File: src/rtl/lm75a_temp_bcd.sv
// LM75A temperature word to sign + BCD digits.
// The raw word from the I2C read stage is only accepted after it has been
// stable for STABLE_CYCLES clocks. It is then converted with an iterative
// shift-add-3 (double-dabble) FSM into registered digits for the display driver.
module lm75a_temp_bcd #(
   parameter int STABLE_CYCLES = 4096,
   parameter int CNT_W         = 13
) (
   input  logic        clk,
   input  logic        rst_n,
   input  logic [15:0] data,
   output logic        sign,
   output logic [3:0]  bcd_hun,
   output logic [3:0]  bcd_ten,
   output logic [3:0]  bcd_one,
   output logic [11:0] bcd_frac,
   output logic        out_valid,
   output logic        busy
);

   typedef enum logic [1:0] {
      IDLE,
      LOAD,
      SHIFT,
      DONE
   } state_t;

   localparam logic [CNT_W-1:0] STABLE_MAX = CNT_W'(STABLE_CYCLES);

   state_t           state;
   logic [15:0]      data_q;
   logic [15:0]      last_conv;
   logic [10:0]      conv_word;
   logic             first_pend;
   logic [CNT_W-1:0] stable_cnt;
   logic [19:0]      shift_reg;
   logic [3:0]       bit_cnt;
   logic             trigger;
   logic [10:0]      load_mag;
   logic [10:0]      conv_mag;

   // Magnitude of an 11-bit two's complement value; -1024 maps to 1024.
   function automatic logic [10:0] magnitude(input logic [10:0] raw);
      return raw[10] ? (~raw + 11'd1) : raw;
   endfunction

   // One double-dabble step: add 3 to every BCD nibble >= 5, then shift left.
   function automatic logic [19:0] dd_step(input logic [19:0] s);
      logic [19:0] t;
      t = s;
      if (t[19:16] >= 4'd5) t[19:16] = t[19:16] + 4'd3;
      if (t[15:12] >= 4'd5) t[15:12] = t[15:12] + 4'd3;
      if (t[11:8]  >= 4'd5) t[11:8]  = t[11:8]  + 4'd3;
      return {t[18:0], 1'b0};
   endfunction

   // Eighths of a degree as three BCD fractional digits.
   function automatic logic [11:0] frac_bcd(input logic [2:0] code);
      logic [11:0] f;
      f = 12'h000;
      case (code)
         3'd0: f = 12'h000;
         3'd1: f = 12'h125;
         3'd2: f = 12'h250;
         3'd3: f = 12'h375;
         3'd4: f = 12'h500;
         3'd5: f = 12'h625;
         3'd6: f = 12'h750;
         3'd7: f = 12'h875;
         default: f = 12'h000;
      endcase
      return f;
   endfunction

   assign load_mag = magnitude(data_q[15:5]);
   assign conv_mag = magnitude(conv_word);
   assign trigger  = (state == IDLE) && (stable_cnt == STABLE_MAX) &&
                     ((data_q != last_conv) || first_pend);

   // Stability qualifier: count clocks the input word has held, saturating.
   always_ff @(posedge clk) begin
      if (!rst_n) begin
         data_q     <= 16'h0000;
         stable_cnt <= '0;
      end else begin
         data_q <= data;
         if (data != data_q)
            stable_cnt <= '0;
         else if (stable_cnt != STABLE_MAX)
            stable_cnt <= stable_cnt + 1'b1;
      end
   end

   // Conversion FSM: latch the qualified word, shift-add-3 eight times, publish digits.
   always_ff @(posedge clk) begin
      if (!rst_n) begin
         state      <= IDLE;
         busy       <= 1'b0;
         out_valid  <= 1'b0;
         sign       <= 1'b0;
         bcd_hun    <= 4'h0;
         bcd_ten    <= 4'h0;
         bcd_one    <= 4'h0;
         bcd_frac   <= 12'h000;
         last_conv  <= 16'h0000;
         conv_word  <= 11'h000;
         first_pend <= 1'b1;
         shift_reg  <= 20'h00000;
         bit_cnt    <= 4'h0;
      end else begin
         out_valid <= 1'b0;
         case (state)
            IDLE: begin
               if (trigger) begin
                  state <= LOAD;
                  busy  <= 1'b1;
               end
            end
            LOAD: begin
               conv_word  <= data_q[15:5];
               last_conv  <= data_q;
               first_pend <= 1'b0;
               shift_reg  <= {12'h000, load_mag[10:3]};
               bit_cnt    <= 4'd8;
               state      <= SHIFT;
            end
            SHIFT: begin
               shift_reg <= dd_step(shift_reg);
               bit_cnt   <= bit_cnt - 4'd1;
               if (bit_cnt == 4'd1)
                  state <= DONE;
            end
            DONE: begin
               bcd_hun   <= shift_reg[19:16];
               bcd_ten   <= shift_reg[15:12];
               bcd_one   <= shift_reg[11:8];
               bcd_frac  <= frac_bcd(conv_mag[2:0]);
               sign      <= conv_word[10] && (conv_mag != 11'd0);
               out_valid <= 1'b1;
               busy      <= 1'b0;
               state     <= IDLE;
            end
            default: begin
               state <= IDLE;
               busy  <= 1'b0;
            end
         endcase
      end
   end

endmodule
File: config.mk
export PLATFORM = sky130hd
export DESIGN_NAME = lm75a_temp_bcd
export DESIGN_NICKNAME = d
export VERILOG_FILES = /design/src/rtl/lm75a_temp_bcd.sv
export SDC_FILE = /design/constraint.sdc
export NUM_CORES = 1
export LEC_CHECK = 0
export CAP_MARGIN = 20
export CORE_MARGIN = 2
export CORE_UTILIZATION = 39
export DETAILED_ROUTE_END_ITERATION = 12
export GPL_ROUTABILITY_DRIVEN = 0
export HOLD_SLACK_MARGIN = 0.1
export PLACE_DENSITY = 0.61
export SETUP_SLACK_MARGIN = 0.05
export SYNTH_ARGS = -nofsm -noshare
export SYNTH_HDL_FRONTEND = slang
export SYNTH_SLANG_ARGS = --single-unit
File: constraint.sdc
create_clock -name clk -period 5.52 [get_ports clk]
set_input_delay 1.104 -clock clk [delete_from_list [all_inputs] [get_ports clk]]
set_output_delay 1.104 -clock clk [all_outputs]
set_load 0.02 [all_outputs]
==> impl_metrics.yaml <==
synth:
  synth_top_area_share_pct: 39.3
  ys_async_sr_fraction_pct: 0
  synthTopCellsByArea: "dfxtp_1 39%, mux2i_1 8.7%, xnor2_1 8.3%, nor2b_1 5.4%, ha_1 5.0%"
  synth-seq-cells: 93
  synth_area_sq_mm: 0.00473
  ys.warnings.count: 0
  synth_cell_type_count: 53
  synthTopCellsByCount: "93 x dfxtp_1, 45 x xnor2_1, 41 x mux2i_1, 41 x nor2b_1, 27 x and2_1"
  synth-edff-count: 0
  ys_seq_area_share_pct: 39.3
  netlist_instances: 505
  avgSynthCellArea_sq_um: 9.37
  synth_ff_type: "dfxtp_1"
  synth.most_common_cell: "dfxtp_1"
  synth_area_leader_cell: "dfxtp_1"
die:
  io_pins: 45
  initial_utilization_pct: 39.7
  core_sq_mm: 0.0119
  die_x_um: 114
  die_y_um: 114
  die-area_sq_mm: 0.0130
  rows: 40
cts:
  cts_tree: "built"
  htree_levels: 3
  cts_buffers: 9
  clock_tree.root_cell: "clkbuf_16"
  cts_sinks: 93
  cts.clk_slew.worst_paths_ns: 0.07
  clkLatencyLatePin_ns: 0.35
  cts_repair_resize_count: 0
  cts.path.max_buffers: 2
  cts_hold_buf: 0
  cts_setup_buffers: 0
final_layout:
  nets: 562
  stdcell_count: 677
  diodes: 0
  final_util_pct: 46.1
  drive_gt1_share_pct: 4.91
  largest_reg_flops: 20
  synthToLayoutAreaGrowth_pct: 16.1
route:
  postRouteWirelength_um: 9300
  avgViaCountPerCell: 4.97
  via_count: 3368
  drcViolationCount: 0
  drt-initial-drc-count: 125
  antenna_left: 0
  routedWlPerCell_um: 13.7
  firstDrtPassIters: 4
grt:
  track_usage_pct: 15.3
  grt_max_degree: 47
  grt_pass1_vias: 3169
  grt_pass1_wl_um: 15700
  grt-ovfl-total: 0
  antenna_found_initial: 0
power:
  ir_drop_mv: 0.177
  seqPwrFrac_pct: 47.8
  switchingPower_uw: 308
  power_uw: 1450
  p_int_uw: 1140
  clock_power_share_pct: 47.5
  switching_share_pct: 21.3
  combPwrFrac_pct: 4.6
  power_density_mw_per_mm2: 263
  p_leak_uw: 0.00191
placed_design:
  dp_cells: 661
  io_buffers: 41
  place_hpwl_um: 6490
timing:
  worst_pin_slew_ns: 1.05
  slew_violations: 0
  clock.fmax_mhz: 379
  setup_tns_ns: 0
  timing.final.crit_period_ns: 2.64
  setup_viol: 0
  hold_slack_ns: 0.476
  rsz0062_at_grt: "no"
  relSlewSlack_pct: 30.3
  period_share_pct: 47.8
  finalHoldViolCount: 0
  fin_worst_skew_ns: 0.00715
setup_path:
  start_kind: "flop"
  crit_arrival_ns: 2.87
  crit_slowest_cell: "ha_1"
  cp_max_fo: 21
  slowest_delay_ns: 0.72
  cp_cell_sequence: "inv_1 -> ha_1 -> inv_1 -> nor2_1 -> nand2_1 -> o41ai_1 -> nor2_1"
  critPathTopFamily: "adder cells"
  cp-end-kind: "flop"
  crit_type: "reg2reg"
  required_ns: 5.75
  path_buf_inv: 2
run:
  maxCapViolCount: 0
worst_hold_path:
  hold_path.class: "reg2reg"
outcome:
  status: "complete, no violations"
-- per-layer routing --
layer | up-vias | share of wire, % | wire, um | GRT usage, %
met1 | 1556 | 49 | 4590 | 19.7
met2 | 36 | 46 | 4270 | 24.4
met5 | - | 0 | 0 | 0
met4 | 0 | 1.7 | 157 | 6.59
li1 | 1766 | - | - | -
met3 | 10 | 3.0 | 280 | 3.65
-- tightest hold or removal path, delay by kind of cell, from the launching register on --
family        cells  cell delay [ns]
flops             1             0.31
simple gates      2             0.12
-- path summary, 6_finish.rpt --
check / start / end / slack [ns] / cells after the start
setup / recovery: state[1] / bit_cnt[3] / 2.88 / 7
hold / removal: shift_reg[4] / shift_reg[4] / 0.48 / 2
setup reg to reg: state[1] / bit_cnt[3] / 2.88 / 7
hold reg to reg: shift_reg[4] / shift_reg[4] / 0.48 / 2
-- cell families (layout without fill, tap and decap cells) --
kind of cell             after synthesis  count (layout)  share of synthesized area [%]
AO/OA/AOI/OAI                         70              70                           10.7
XOR/XNOR                              59              59                           10.9
adder cells (fa/ha/maj)               19              19                           5.02
buffers and inverters                 57              80                           5.58
flip-flops                            93              93                           39.3
multiplexers                          41              41                           8.67
other                                  1               3                         0.0792
AND/OR/NAND/NOR                      165             165                           19.7
-- cell type report --
type	count	area (sq um)
Timing Repair Buffer	43	420
Fill cell	1194	6420
Multi-Input combinational cell	357	2620
Tap cell	147	184
Clock buffer	11	253
Inverter	21	78.8
Sequential cell	93	1860
Clock inverter	5	82.6
-- power groups by stage --
stage	Combinational, uW	Sequential, uW	Clock (uW)
after floorplan	57.1	697	0
after global placement	67.1	707	0
after detailed placement	67.7	707	0
after CTS	67.9	691	704
after global routing	74.0	692	734
final	67.0	691	687
-- per-stage QoR --
step,setup WS (ns),instance area [sq um]
6_report,2.88,5500
4_1_cts,2.84,5500
2_1_floorplan,3.40,4740
5_1_grt,2.59,5500
3_3_place_gp,2.67,5160
3_5_place_dp,2.59,5160
-- placed cells by master (no fill, tap or decap), drive strengths merged, types with 4 or more instances in the layout --
master	synthesis	routed
a21oi	14	14
a32oi	4	4
and2	27	27
and3	6	6
clkbuf	21	11
clkdlybuf4s50	0	40
dfxtp	93	93
ha	19	19
inv	21	21
mux2i	41	41
nand2	17	17
nand2b	4	4
nand3	20	20
nand4	6	6
nor2	23	23
nor2b	41	41
nor3	7	7
o21ai	17	17
o22ai	4	4
o31ai	9	9
xnor2	45	45
xor2	14	14
Power figures use the tool's default switching activity.
==> variant 1: new RTL, config.mk and constraints unchanged <==
Re-encode `state_t` (4 states) as one-hot, 4 bits wide.
--- a/src/rtl/lm75a_temp_bcd.sv
+++ b/src/rtl/lm75a_temp_bcd.sv
@@ -18,11 +18,11 @@
    output logic        busy
 );
 
-   typedef enum logic [1:0] {
-      IDLE,
-      LOAD,
-      SHIFT,
-      DONE
+   typedef enum logic [3:0] {
+      IDLE  = 4'b0001,
+      LOAD  = 4'b0010,
+      SHIFT = 4'b0100,
+      DONE  = 4'b1000
    } state_t;
 
    localparam logic [CNT_W-1:0] STABLE_MAX = CNT_W'(STABLE_CYCLES);
Behaviour: no difference found for any inputs over 10 cycles, from zero or initial values and one cycle with rst_n low; not proved beyond that.
==> variant 1 against the unedited design <==
  * Die area is 4.5% lower
  * Fmax is 17% lower
  * Clock skew is 1.3 ps higher
  * Worst setup slack worse by 550 ps
  * Synthesized area is 4.7% lower
  * Worst hold slack worse by 25 ps
  * Sequential cell count is 2 higher
  * Cell area is 3.7% lower
  * Non-clock buffer count is 2 higher
  * Wire length is 4.0% higher
  * Combinational power is 11% lower
  * First-iteration DRC count is 3.2% lower
  * Total power is 1.1% lower
  * Critical endpoint is now bit_cnt[3]
  * Highest routed layer unchanged
==> variant 1: results (changes against the unedited design) <==
Pin count of the biggest net entering global routing - 48 (+2.1%)
Layout non-clock buf frac - 8.32% (+0.67 points)
CP top delay family - buffers and inverters
Crit-path max FO - 47 (+120%)
Synth cell types - 51 (-3.8%)
Routed wire length - 9670 um (+4.0%)
Status - finished clean
CP max stage delay - 1020 ps (+300 ps)
Drt initial violations - 121 (-3.2%)
CP max-delay cell - clkdlybuf4s50_1
Synth area leaders - dfxtp_1 42%, nand2_1 7.2%, xnor2_1 6.6%, a21oi_1 5.5%, xor2_1 4.3%
Clock-cell share of area - 6.10% (about the same)
Layout filler cell count - 1080 (-9.5%)
Hold Slack - 451 ps (-24.9 ps)
Routed wl met2 - 4680 um (+9.7%)
Number of global-route vias before repair - 3524 (+11%)
Final Cell Area - 5290 um^2 (-3.7%)
Pleak - 1.86 nW (-2.5%)
Worst min-delay path startpoint - bcd_frac[9]
Reg-to-reg slack, setup - 3420 ps (+540 ps)
Reg area - 1900 um^2 (+2.2%)
Mean Syn Cell Area - 8.42 um^2 (-10%)
Data arrival, critical path - 3440 ps (+570 ps)
Crit Reg-Reg Endpoint - state[0]
Layout Nets - 588 (+4.6%)
Clock Skew - 8.48 ps (+1.33 ps)
Register area share after synthesis - 42.1% (+2.8 points)
Worst Tran Pin Value - 1020 ps (-21.6 ps)
Post-synth top cells - 95 x dfxtp_1, 86 x nand2_1, 50 x a21oi_1, 46 x nor2_1, 34 x xnor2_1
Comb_multi_in - 389 (+9.0%)
Multi-input combinational cell area - 2390 um^2 (-8.7%)
VDD IR max - 0.000161 V (-9.3%)
R2R cell count - 5 (-2)
CP Class - in -> reg
Via count - 3602 (+6.9%)
## variant 1: cell count changes after synthesis, sizes merged, moves of 23 or more
| cell | change |
|---|---|
| nor2 | +23 |
| a21oi | +36 |
| nand2 | +69 |
| mux2i | -39 |
| nor2b | -38 |
## variant 1: power by group
part / switching [mW] / leakage [nW] / total [mW] / internal [mW]
Clock: 0.258 / 0.162 / 0.666 / 0.407
Sequential: 0.0124 / 0.769 / 0.704 / 0.692
Combinational: 0.0278 / 0.932 / 0.0595 / 0.0317
## variant 1: kinds of logic after synthesis
group | Yosys count | synth area share, %
buffers and inverters | 54 | 5.10
AO/OA/AOI/OAI | 99 | 13.3
XOR/XNOR | 56 | 10.9
multiplexers | 5 | 1.19
adder cells (fa/ha/maj) | 14 | 3.88
flip-flops | 95 | 42.1
other | 1 | 0.0831
AND/OR/NAND/NOR | 212 | 23.5
## variant 1: metal layers
layer  vias up  track usage [%]
met4         0             9.14
met1      1687             19.6
met3        23             2.50
met2        50             27.2
li1       1842                -
met5         -                0
==> variant 2: new RTL, same settings <==
Made on the original files. `CNT_W`: 13 -> 26.
--- a/src/rtl/lm75a_temp_bcd.sv
+++ b/src/rtl/lm75a_temp_bcd.sv
@@ -4,7 +4,7 @@
 // shift-add-3 (double-dabble) FSM into registered digits for the display driver.
 module lm75a_temp_bcd #(
    parameter int STABLE_CYCLES = 4096,
-   parameter int CNT_W         = 13
+   parameter int CNT_W         = 26
 ) (
    input  logic        clk,
    input  logic        rst_n,
Behaviour: same outputs for any inputs over 10 cycles, from zero or initial values and one cycle with rst_n low; that may be too few to reach the edited logic, so the function may still have changed.
==> variant 2 against the unedited design <==
  * Wire length grew 12%
  * Fmax shrank 5.8%
  * Via count grew 15%
  * Count of clock-buffer cells in the layout shrank 1
  * Largest cell class unchanged
  * Highest routed layer unchanged
  * Worst setup slack lost 160 ps
  * Global-route usage is essentially flat
  * Synthesized area grew 13%
  * Sequential cell count grew 13
  * Cell area grew 11%
  * Sequential power grew 13%
  * Total power grew 0.49%
==> variant 2: results (changes against the unedited design) <==
Status - finished clean
WHS Endpoint - shift_reg[2]
Max reg flops - 26 (+30%)
Reg-to-reg slack, setup - 3140 ps (+260 ps)
Pin count of the biggest net entering global routing - 83 (+77%)
Multiplexer share of the synthesized area - 6.92% (-1.7 points)
Synth Flop Type - dfxtp_1
Post-synthesis compound-gate area fraction - 8.91% (-1.7 points)
Adder and majority cell fraction of the synthesized area - 4.44% (-0.58 points)
Worst min-delay path startpoint - shift_reg[2]
Clock Skew - 7.34 ps (+0.192 ps)
Async set-reset flop share out of synthesis - 0% (unchanged)
H-tree depth - 3 (unchanged)
Routed wire length - 10400 um (+12%)
Synth cell types - 58 (+9.4%)
Post-Layout Cell Count - 782 (+16%)
Via count - 3882 (+15%)
Layout filler cell count - 1308 (+9.5%)
Crit-path max FO - 26 (+24%)
Inserted Clock Buffers - 9 (unchanged)
Register area share after synthesis - 39.7% (+0.33 points)
Mean Syn Cell Area - 9.13 um^2 (-2.6%)
Layout Nets - 638 (+14%)
CP max stage delay - 500 ps (-220 ps)
R2R cell count - 5 (-2)
Drt first pass iters - 4 (unchanged)
Seq cells post-synth - 106 (+14%)
Post-synth top cells - 106 x dfxtp_1, 45 x nor2_1, 41 x nor2b_1, 37 x mux2i_1, 36 x xnor2_1
Global-route wire length before repair - 18200 um (+15%)
Post_cts resized - 0 (unchanged)
Worst slack at placement - 2320 ps (-270 ps)
Hold-critical path depth - 2 (unchanged)
Drt initial violations - 186 (+49%)
Crit. Startpoint - data[15]
Data arrival, critical path - 3060 ps (+190 ps)
Crit Reg-Reg Endpoint - shift_reg[16]
VDD IR max - 0.000196 V (+11%)
Hold Slack - 485 ps (+9.36 ps)
# placed instances - 766 (+16%)
HPWL Detailed - 7170 um (+10%)
XOR/XNOR share of the synthesized area - 11.5% (+0.54 points)
CP top delay family - simple AND/OR/NAND/NOR gates
Synth area leaders - dfxtp_1 40%, mux2i_1 6.9%, xnor2_1 5.9%, xor2_1 5.6%, nor2b_1 4.8%
CP max-delay cell - nand3_2
Initial antenna violation count - 0 (unchanged)
Reg-to-reg startpoint - state[0]
Total global-route track usage - 15.3% (+0.044 points)
Slew HR - 29.8% (-0.54 points)
Area post-placement - 5810 um^2 (+13%)
Pleak - 2.16 nW (+13%)
Share of cells above drive strength 1 - 5.45% (+0.54 points)
IO buf count - 41 (unchanged)
## variant 2: cell count changes after synthesis, moves of 7 or more
| cell | unedited run | this run |
|---|---|---|
| xnor2_1 | 45 | 36 |
| nand3b_1 | 0 | 9 |
| clkbuf_1 | 21 | 28 |
| xor2_1 | 14 | 34 |
| dfxtp_1 | 93 | 106 |
| nor4_1 | 3 | 10 |
| nor2_1 | 23 | 45 |
## variant 2: layout make-up
| class | count | area (um^2) | area share (%) |
|---|---|---|---|
| well taps | 176 | 220 | 3.62 |
| clock inverters | 6 | 41.3 | 0.678 |
| clock buffers | 10 | 239 | 3.92 |
| flip-flops and latches | 106 | 2120 | 34.8 |
| inverters | 24 | 90.1 | 1.48 |
| multi-input cells | 417 | 2960 | 48.6 |
| repair buffers | 43 | 420 | 6.90 |
## variant 2: report_power, final
part | internal, mW | switching [mW]
Sequential | 0.770 | 0.0120
Combinational | 0.0357 | 0.0280
Clock | 0.318 | 0.288
Total | 1.12 | 0.328
## variant 2: how the worst max path moves through the flow
| stage | slack, ps | to | depth (start not counted) |
|---|---|---|---|
| 4_1_cts | 2680 | stable_cnt[24] | 6 |
| 3_5_place_dp | 2320 | stable_cnt[24] | 6 |
| 3_3_place_gp | 2420 | stable_cnt[24] | 6 |
| 5_1_grt | 2420 | stable_cnt[24] | 6 |
| 2_1_floorplan | 3300 | stable_cnt[10] | 6 |
| 6_report | 2720 | stable_cnt[24] | 6 |
## variant 2: layer usage
metal | up-vias | wire [um] | global-route usage [%]
met5 | - | 0 | 0
met4 | 0 | 172 | 5.31
met3 | 10 | 306 | 3.67
met2 | 45 | 4900 | 25.5
met1 | 1823 | 5010 | 19.3
li1 | 2004 | - | -
## variant 2: worst min-delay path, stage by stage, from the launching register on
cell	delay (ps)
dfxtp_1	320
nand3b_1	80
nand2_1	50
